File: src/rtl/exposure_timer_ctrl.sv
`default_nettype none
// ============================================================================
// Module      : exposure_timer_ctrl
// Description : Exposure down-counter with prescaler, pause/resume, abort,
//               one-shot / auto-reload modes, a done pulse and a saturating
//               count of completed exposure periods.
// Revision    : 1.0 - initial release
// ============================================================================
module exposure_timer_ctrl #(
    parameter int WIDTH = 5,
    parameter int PS_W  = 4,
    parameter int PER_W = 4
) (
    input  logic             clk,
    input  logic             reset_n,
    input  logic             ex_set,
    input  logic             ex_start,
    input  logic             ex_abort,
    input  logic             ex_reload,
    input  logic [WIDTH-1:0] ex_init,
    input  logic [PS_W-1:0]  ex_prescale,
    output logic             ex_done,
    output logic             ex_done_pulse,
    output logic             ex_busy,
    output logic [WIDTH-1:0] ex_count,
    output logic [PER_W-1:0] ex_periods
);

    localparam logic [1:0] S_IDLE   = 2'd0;
    localparam logic [1:0] S_ARMED  = 2'd1;
    localparam logic [1:0] S_RUN    = 2'd2;
    localparam logic [1:0] S_PAUSED = 2'd3;

    localparam logic [WIDTH-1:0] CNT_ONE = {{(WIDTH-1){1'b0}}, 1'b1};
    localparam logic [PER_W-1:0] PER_MAX = {PER_W{1'b1}};

    logic [1:0]       state;
    logic [1:0]       state_nxt;
    logic [WIDTH-1:0] count;
    logic [WIDTH-1:0] init_lat;
    logic [PS_W-1:0]  presc;
    logic [PS_W-1:0]  ps_lat;
    logic             reload_lat;
    logic [PER_W-1:0] periods;
    logic             done_pulse;
    logic             busy;
    logic             busy_nxt;
    logic             en_edge;
    logic             tick;
    logic             period_end;

    // Decode enabled edges, prescaler ticks and period completion
    always_comb begin
        en_edge    = ex_start && (state != S_IDLE);
        tick       = en_edge && (presc == ps_lat);
        period_end = tick && (count == CNT_ONE);
    end

    // State register
    always_ff @(posedge clk or negedge reset_n) begin
        if (!reset_n) begin
            state <= S_IDLE;
        end else begin
            state <= state_nxt;
        end
    end

    // Next-state logic: abort beats set, set beats counting
    always_comb begin
        state_nxt = state;
        if (ex_abort) begin
            state_nxt = S_IDLE;
        end else if (ex_set) begin
            state_nxt = (ex_init == '0) ? S_IDLE : S_ARMED;
        end else begin
            case (state)
                S_ARMED, S_PAUSED: begin
                    if (ex_start) begin
                        state_nxt = (period_end && !reload_lat) ? S_IDLE : S_RUN;
                    end
                end
                S_RUN: begin
                    if (!ex_start) begin
                        state_nxt = S_PAUSED;
                    end else if (period_end && !reload_lat) begin
                        state_nxt = S_IDLE;
                    end
                end
                default: state_nxt = S_IDLE;
            endcase
        end
    end

    // Output decode: level done from the count, busy from the next state
    always_comb begin
        ex_done  = (count == '0);
        busy_nxt = (state_nxt != S_IDLE);
    end

    // Registered status outputs; the pulse only fires when counting reaches zero
    always_ff @(posedge clk or negedge reset_n) begin
        if (!reset_n) begin
            busy       <= 1'b0;
            done_pulse <= 1'b0;
        end else begin
            busy       <= busy_nxt;
            done_pulse <= !ex_abort && !ex_set && period_end;
        end
    end

    // Count, prescaler, latched configuration and period counter
    always_ff @(posedge clk or negedge reset_n) begin
        if (!reset_n) begin
            count      <= '0;
            presc      <= '0;
            periods    <= '0;
            init_lat   <= '0;
            ps_lat     <= '0;
            reload_lat <= 1'b0;
        end else if (ex_abort) begin
            count <= '0;
            presc <= '0;
        end else if (ex_set) begin
            init_lat   <= ex_init;
            ps_lat     <= ex_prescale;
            reload_lat <= ex_reload;
            count      <= ex_init;
            presc      <= '0;
            periods    <= '0;
        end else if (en_edge) begin
            if (tick) begin
                presc <= '0;
                if (period_end) begin
                    count <= reload_lat ? init_lat : '0;
                    if (periods != PER_MAX) begin
                        periods <= periods + 1'b1;
                    end
                end else if (count != '0) begin
                    count <= count - 1'b1;
                end
            end else begin
                presc <= presc + 1'b1;
            end
        end
    end

    assign ex_done_pulse = done_pulse;
    assign ex_busy       = busy;
    assign ex_count      = count;
    assign ex_periods    = periods;

endmodule
`default_nettype wire

File: config.mk
export PLATFORM = sky130hd
export DESIGN_NAME = exposure_timer_ctrl
export DESIGN_NICKNAME = d
export VERILOG_FILES = /design/src/rtl/exposure_timer_ctrl.sv
export SDC_FILE = /design/constraint.sdc
export NUM_CORES = 1
export LEC_CHECK = 0
export BUFFER_PORTS_ARGS = -buffer_cell sky130_fd_sc_hd__buf_4
export CORE_ASPECT_RATIO = 1.75
export CORE_MARGIN = 2
export CORE_UTILIZATION = 54
export CTS_CLUSTER_DIAMETER = 200
export DETAILED_ROUTE_END_ITERATION = 8
export PLACE_DENSITY_LB_ADDON = 0.08
export SLEW_MARGIN = 20
export SYNTH_ARGS = -nofsm -noshare
export SYNTH_HDL_FRONTEND = slang
export SYNTH_SLANG_ARGS = --single-unit
File: constraint.sdc
create_clock -name clk -period 2.5 [get_ports clk]
set_input_delay 0.125 -clock clk [delete_from_list [all_inputs] [get_ports clk]]
set_output_delay 0.125 -clock clk [all_outputs]
set_load 0.005 [all_outputs]
[Yosys cells after proc, flatten, opt, wreduce, memory -nomap -nowiden]
Index checks and enable logic that the tools add are counted.
Storage, ports and cells
  output and inout bits: 12
  logic and storage cells: 68
  bits of input ports: 15
  register bits: 27
Cells by class
  equality and inequality tests: 6
  add/sub/neg operators: 3
  bitwise gates (word level): 1
  reduce and logical (&&, ||, !) cells: 25
  muxes and demuxes: 24
Operators with widths (count)
  $mux 4: 9
  $mux 5: 7
  $mux 2: 6
  $reduce_bool 2->1: 6
  $logic_not 5->1: 2
  $add 4x1->4 const B: 2
  $logic_and 1x1->1: 6
  $reduce_bool 3->1: 2
  $eq 5x1->1 const B: 1
  $reduce_and 5->1: 1
  $reduce_bool 5->1: 1
  $sub 5x1->5 const B: 1
  $eq 2x2->1 const B: 2
  $eq 4x4->1: 1
  $ne 4x4->1 const B: 1
  $pmux 2 s2: 1
  $reduce_bool 4->1: 1
  $logic_not 1->1: 3
  $reduce_and 3->1: 1
  $eq 2x1->1 const B: 1
  $reduce_and 2->1: 1
  $reduce_or 2->1: 1
  $mux 1: 1
  $not 1->1: 1

[Depth between registers and ports, before layout]
  word-level depth: 11
  mapped depth: 7
  mapped depth without buffers: 7

[Worst setup path before layout]
No wires, ideal clock.
  path type: register to register
  start: register presc[1]
  end: register count[2] (netlist: ex_count[2])
  cell stages (with the launch flop): 6
  clock period less this slack: 1.878 ns
  required time: 2.378 ns
  path buffers: 0
  arrival time: 1.756 ns
  path slack: 0.622 ns
  setup time: 0.122 ns
  path through: dfrtp_1 -> xor2_1 -> nor4_4 -> nand2_2 -> a211o_1 -> a32o_1
On the way
  cells in the longest elaborated chain, start to end: 8
  elaborated cells between the ends (all ways): 11
  those cells by class: eq/ne: 1; mux: 5; reduce/logical: 5
RTL lines
  from (decl): line 41  | logic [PS_W-1:0] presc;
  from (signal assigned): line 142  | presc <= presc + 1'b1;
  $eq 4x4->1 (*): line 55  | tick = en_edge && (presc == ps_lat);
  $logic_and 1x1->1 (*): line 55
  $logic_and 1x1->1: line 56  | period_end = tick && (count == CNT_ONE);
  $mux 5: line 133  | if (period_end) begin
  $mux 5: line 131  | if (tick) begin
  $mux 5: line 130  | end else if (en_edge) begin
  $mux 5: line 123  | end else if (ex_set) begin
  $mux 5: line 120  | end else if (ex_abort) begin
  to (signal assigned): line 127  | count <= ex_init;
  to (signal assigned): line 134  | count <= reload_lat ? init_lat : '0;
  to (signal assigned): line 139  | count <= count - 1'b1;
  to (decl): line 39  | logic [WIDTH-1:0] count;
Every way passes the cells marked *; elsewhere a longest branch is shown, timed or not. The select of a mux whose other input is x is not followed.
A chain may end at the register's enable or synchronous reset.

[Worst setup path after layout]
  start: register presc[1]
  end: register count[4] (netlist: ex_count[4])
The elaborated chain is that of the path after synthesis.

==> impl_metrics.ini <==
[status]
outcome = finished, final reports clean

[clock_tree]
numClockSinks = 27
post-cts-setup-buffers = 0
clk_pin_slew_worst_paths_ns = 0.09
cts_buffer_depth = 2
cts_tree = done
ctsHtreeMaxLevel = 1
postCtsHoldBufs = 1
numCtsBuffers = 3
worstSkewPairLatency_ns = 0.28
cts_resized = 0
cts-root-buf = clkbuf_8

[route]
first_pass_iters = 4
wl_mm = 3.22
avgViaCountPerCell = 5.59
drc = 0
drt_iter0_markers = 24
vias = 1235
postRouteAntennaNets = 0
wl_per_cell_um = 14.6

[global_routing]
antenna_found_initial = 0
gr-total-overflow = 0
grt_pass1_vias = 1219
grt_pass1_wl_mm = 5.53
grt_max_degree = 28
grtUsageTotal = 0.233

[logic_synthesis]
synth_edf_count = 0
async_flop_share = 1.00
ys_ff_latch = 27
ys.warnings.count = 0
synth_area_um2 = 1480
synth_ff_type = dfrtp_1
syn_nets = 187
ys_types = 32
yosysSeqAreaShare = 0.457
synth_area_per_cell_um2 = 8.86
synthCells = 167

[timing]
worst_pin_slew_ns = 0.645
rsz0062_at_grt = no
clock_skew_ns = 0.00232
drv_slew = 0
setup_viol = 0
fmax_mhz = 518
min_period_ns = 1.93
fin_crit_sh = 0.773
max-slew-margin-rel = 0.565
tns_ns = 0
final_hold_viol_count = 0

[power]
p_total_mw = 0.974
power_density_nw_per_um2 = 555
peakVddDrop_v = 0.000485
power_leakage_nw = 0.839

[floorplanning]
start_util = 0.556
pin_count = 27
dieHeight_um = 73.2
core_um2 = 2660
rows = 25
dieArea_um2 = 3190
die_x_um = 43.6

[critical_path]
slowest_stage = a31oi_2
worstPathCellList = xor2_1, nor4_4, buf_4, a31oi_2, nor3_1, a32o_1
cp_max_fo = 10
cpPeakStageDelay_ns = 0.44
path_class = reg -> reg
end_kind = flop
cp.required_ns = 2.67
worstPathArrival_ns = 2.10
crit_path_start_kind = flop

[placed_design]
gp_congestion = 0.827
dp_cells = 216
port_buffers = 26
dp_hpwl_mm = 2.48

[cells_and_area]
num-nets-final = 215
layoutNonFillerInstCount = 221
final_common_cell = nand2_1
drive_gt1_frac = 0.191
diodes = 0
syn_to_final_growth_pct = 18.7
final_cell_mix = nand2_1 (39), buf_4 (28), dfrtp_1 (27)
fin_util = 0.660

[flow_run]
cap_violations = 0

[worst_hold_path]
hold_path_class = in -> reg
==> state kept, by name, summed over array words and instances (netlist names) <==
| name | flops |
|---|---|
| ex_count | 5 |
| init_lat | 5 |
| ex_periods | 4 |
| presc | 4 |
| ps_lat | 4 |
| state | 2 |
| ex_busy | 1 |
| ex_done_pulse | 1 |
| reload_lat | 1 |
==> cell families after synthesis <==
logic type / Yosys count / share of synthesized area
XOR/XNOR: 9 / 0.0533
AO/OA/AOI/OAI: 27 / 0.129
buffers and inverters: 8 / 0.0203
adder cells (fa/ha/maj): 5 / 0.0423
flip-flops: 27 / 0.457
AND/OR/NAND/NOR: 91 / 0.299
==> synthesized netlist by cell type (2+ instances only) <==
cell type / number / share of area
ha_1: 5 / 0.042
a21oi_1: 6 / 0.020
clkbuf_1: 5 / 0.013
nand3b_1: 4 / 0.020
nor2b_1: 5 / 0.021
inv_1: 2 / 0.0051
a211o_1: 4 / 0.024
o21a_1: 2 / 0.010
dfrtp_1: 27 / 0.46
xor2_1: 9 / 0.053
nand3_1: 5 / 0.017
or2_2: 2 / 0.0085
o21ai_0: 7 / 0.024
nand2b_1: 2 / 0.0085
nand4_1: 3 / 0.013
a32o_1: 4 / 0.027
nor2_1: 15 / 0.038
nand2_1: 39 / 0.099
nor3_1: 8 / 0.027
==> layer usage <==
metal | track usage | vias up | wire length, um
li1 | - | 626 | -
met1 | 0.268 | 580 | 1280
met2 | 0.415 | 21 | 1790
met3 | 0.0223 | 8 | 64
met4 | 0.111 | 0 | 80
met5 | 0 | - | 0
==> metrics by stage <==
stage	hold slack [ns]	instance area, um2	worst slack (ns)
after CTS	0.0301	1760	0.567
after global routing	0.0331	1760	0.450
after detailed placement	0.0574	1700	0.588
after floorplan	-0.171	1480	0.622
after global placement	0.0544	1700	0.613
final	0.0319	1760	0.568
==> where the power goes <==
part	internal, mW	switching, mW	leakage (nW)
sequential	0.472	0.0387	0.352
combinational	0.102	0.110	0.464
clock	0.115	0.136	0.0228
==> path summary, 6_finish.rpt <==
path	from	endpoint	slack, ns	depth (start not counted)
worst max-delay path	presc[1]	ex_count[4]	0.57	6
worst min-delay path	ex_prescale[3]	ps_lat[3]	0.03	3
worst max register to register	presc[1]	ex_count[4]	0.57	6
worst min register to register	init_lat[3]	init_lat[3]	0.50	2
max in group asynchronous	reset_n	ex_periods[1]	1.95	2
min in group asynchronous	reset_n	ps_lat[3]	0.30	2
==> final cells by class <==
| cell class | count | area (um2) |
|---|---|---|
| fillers | 230 | 903 |
| multi-input cells | 132 | 773 |
| flip-flops and latches | 27 | 676 |
| repair buffers | 29 | 220 |
| clock buffers | 4 | 45.0 |
| well taps | 27 | 33.8 |
| inverters | 2 | 7.51 |
==> worst max-delay path, delay by kind of cell, from the launching register on <==
| kind | cells | cell delay, ns |
|---|---|---|
| xor gates and xnor gates | 1 | 0.30 |
| DFF | 1 | 0.43 |
| AOI/OAI and AO/OA | 2 | 0.72 |
| and+or+nand+nor | 2 | 0.18 |
| buffers and inverters | 1 | 0.18 |
Note: power is estimated with default switching activity, not from simulation.
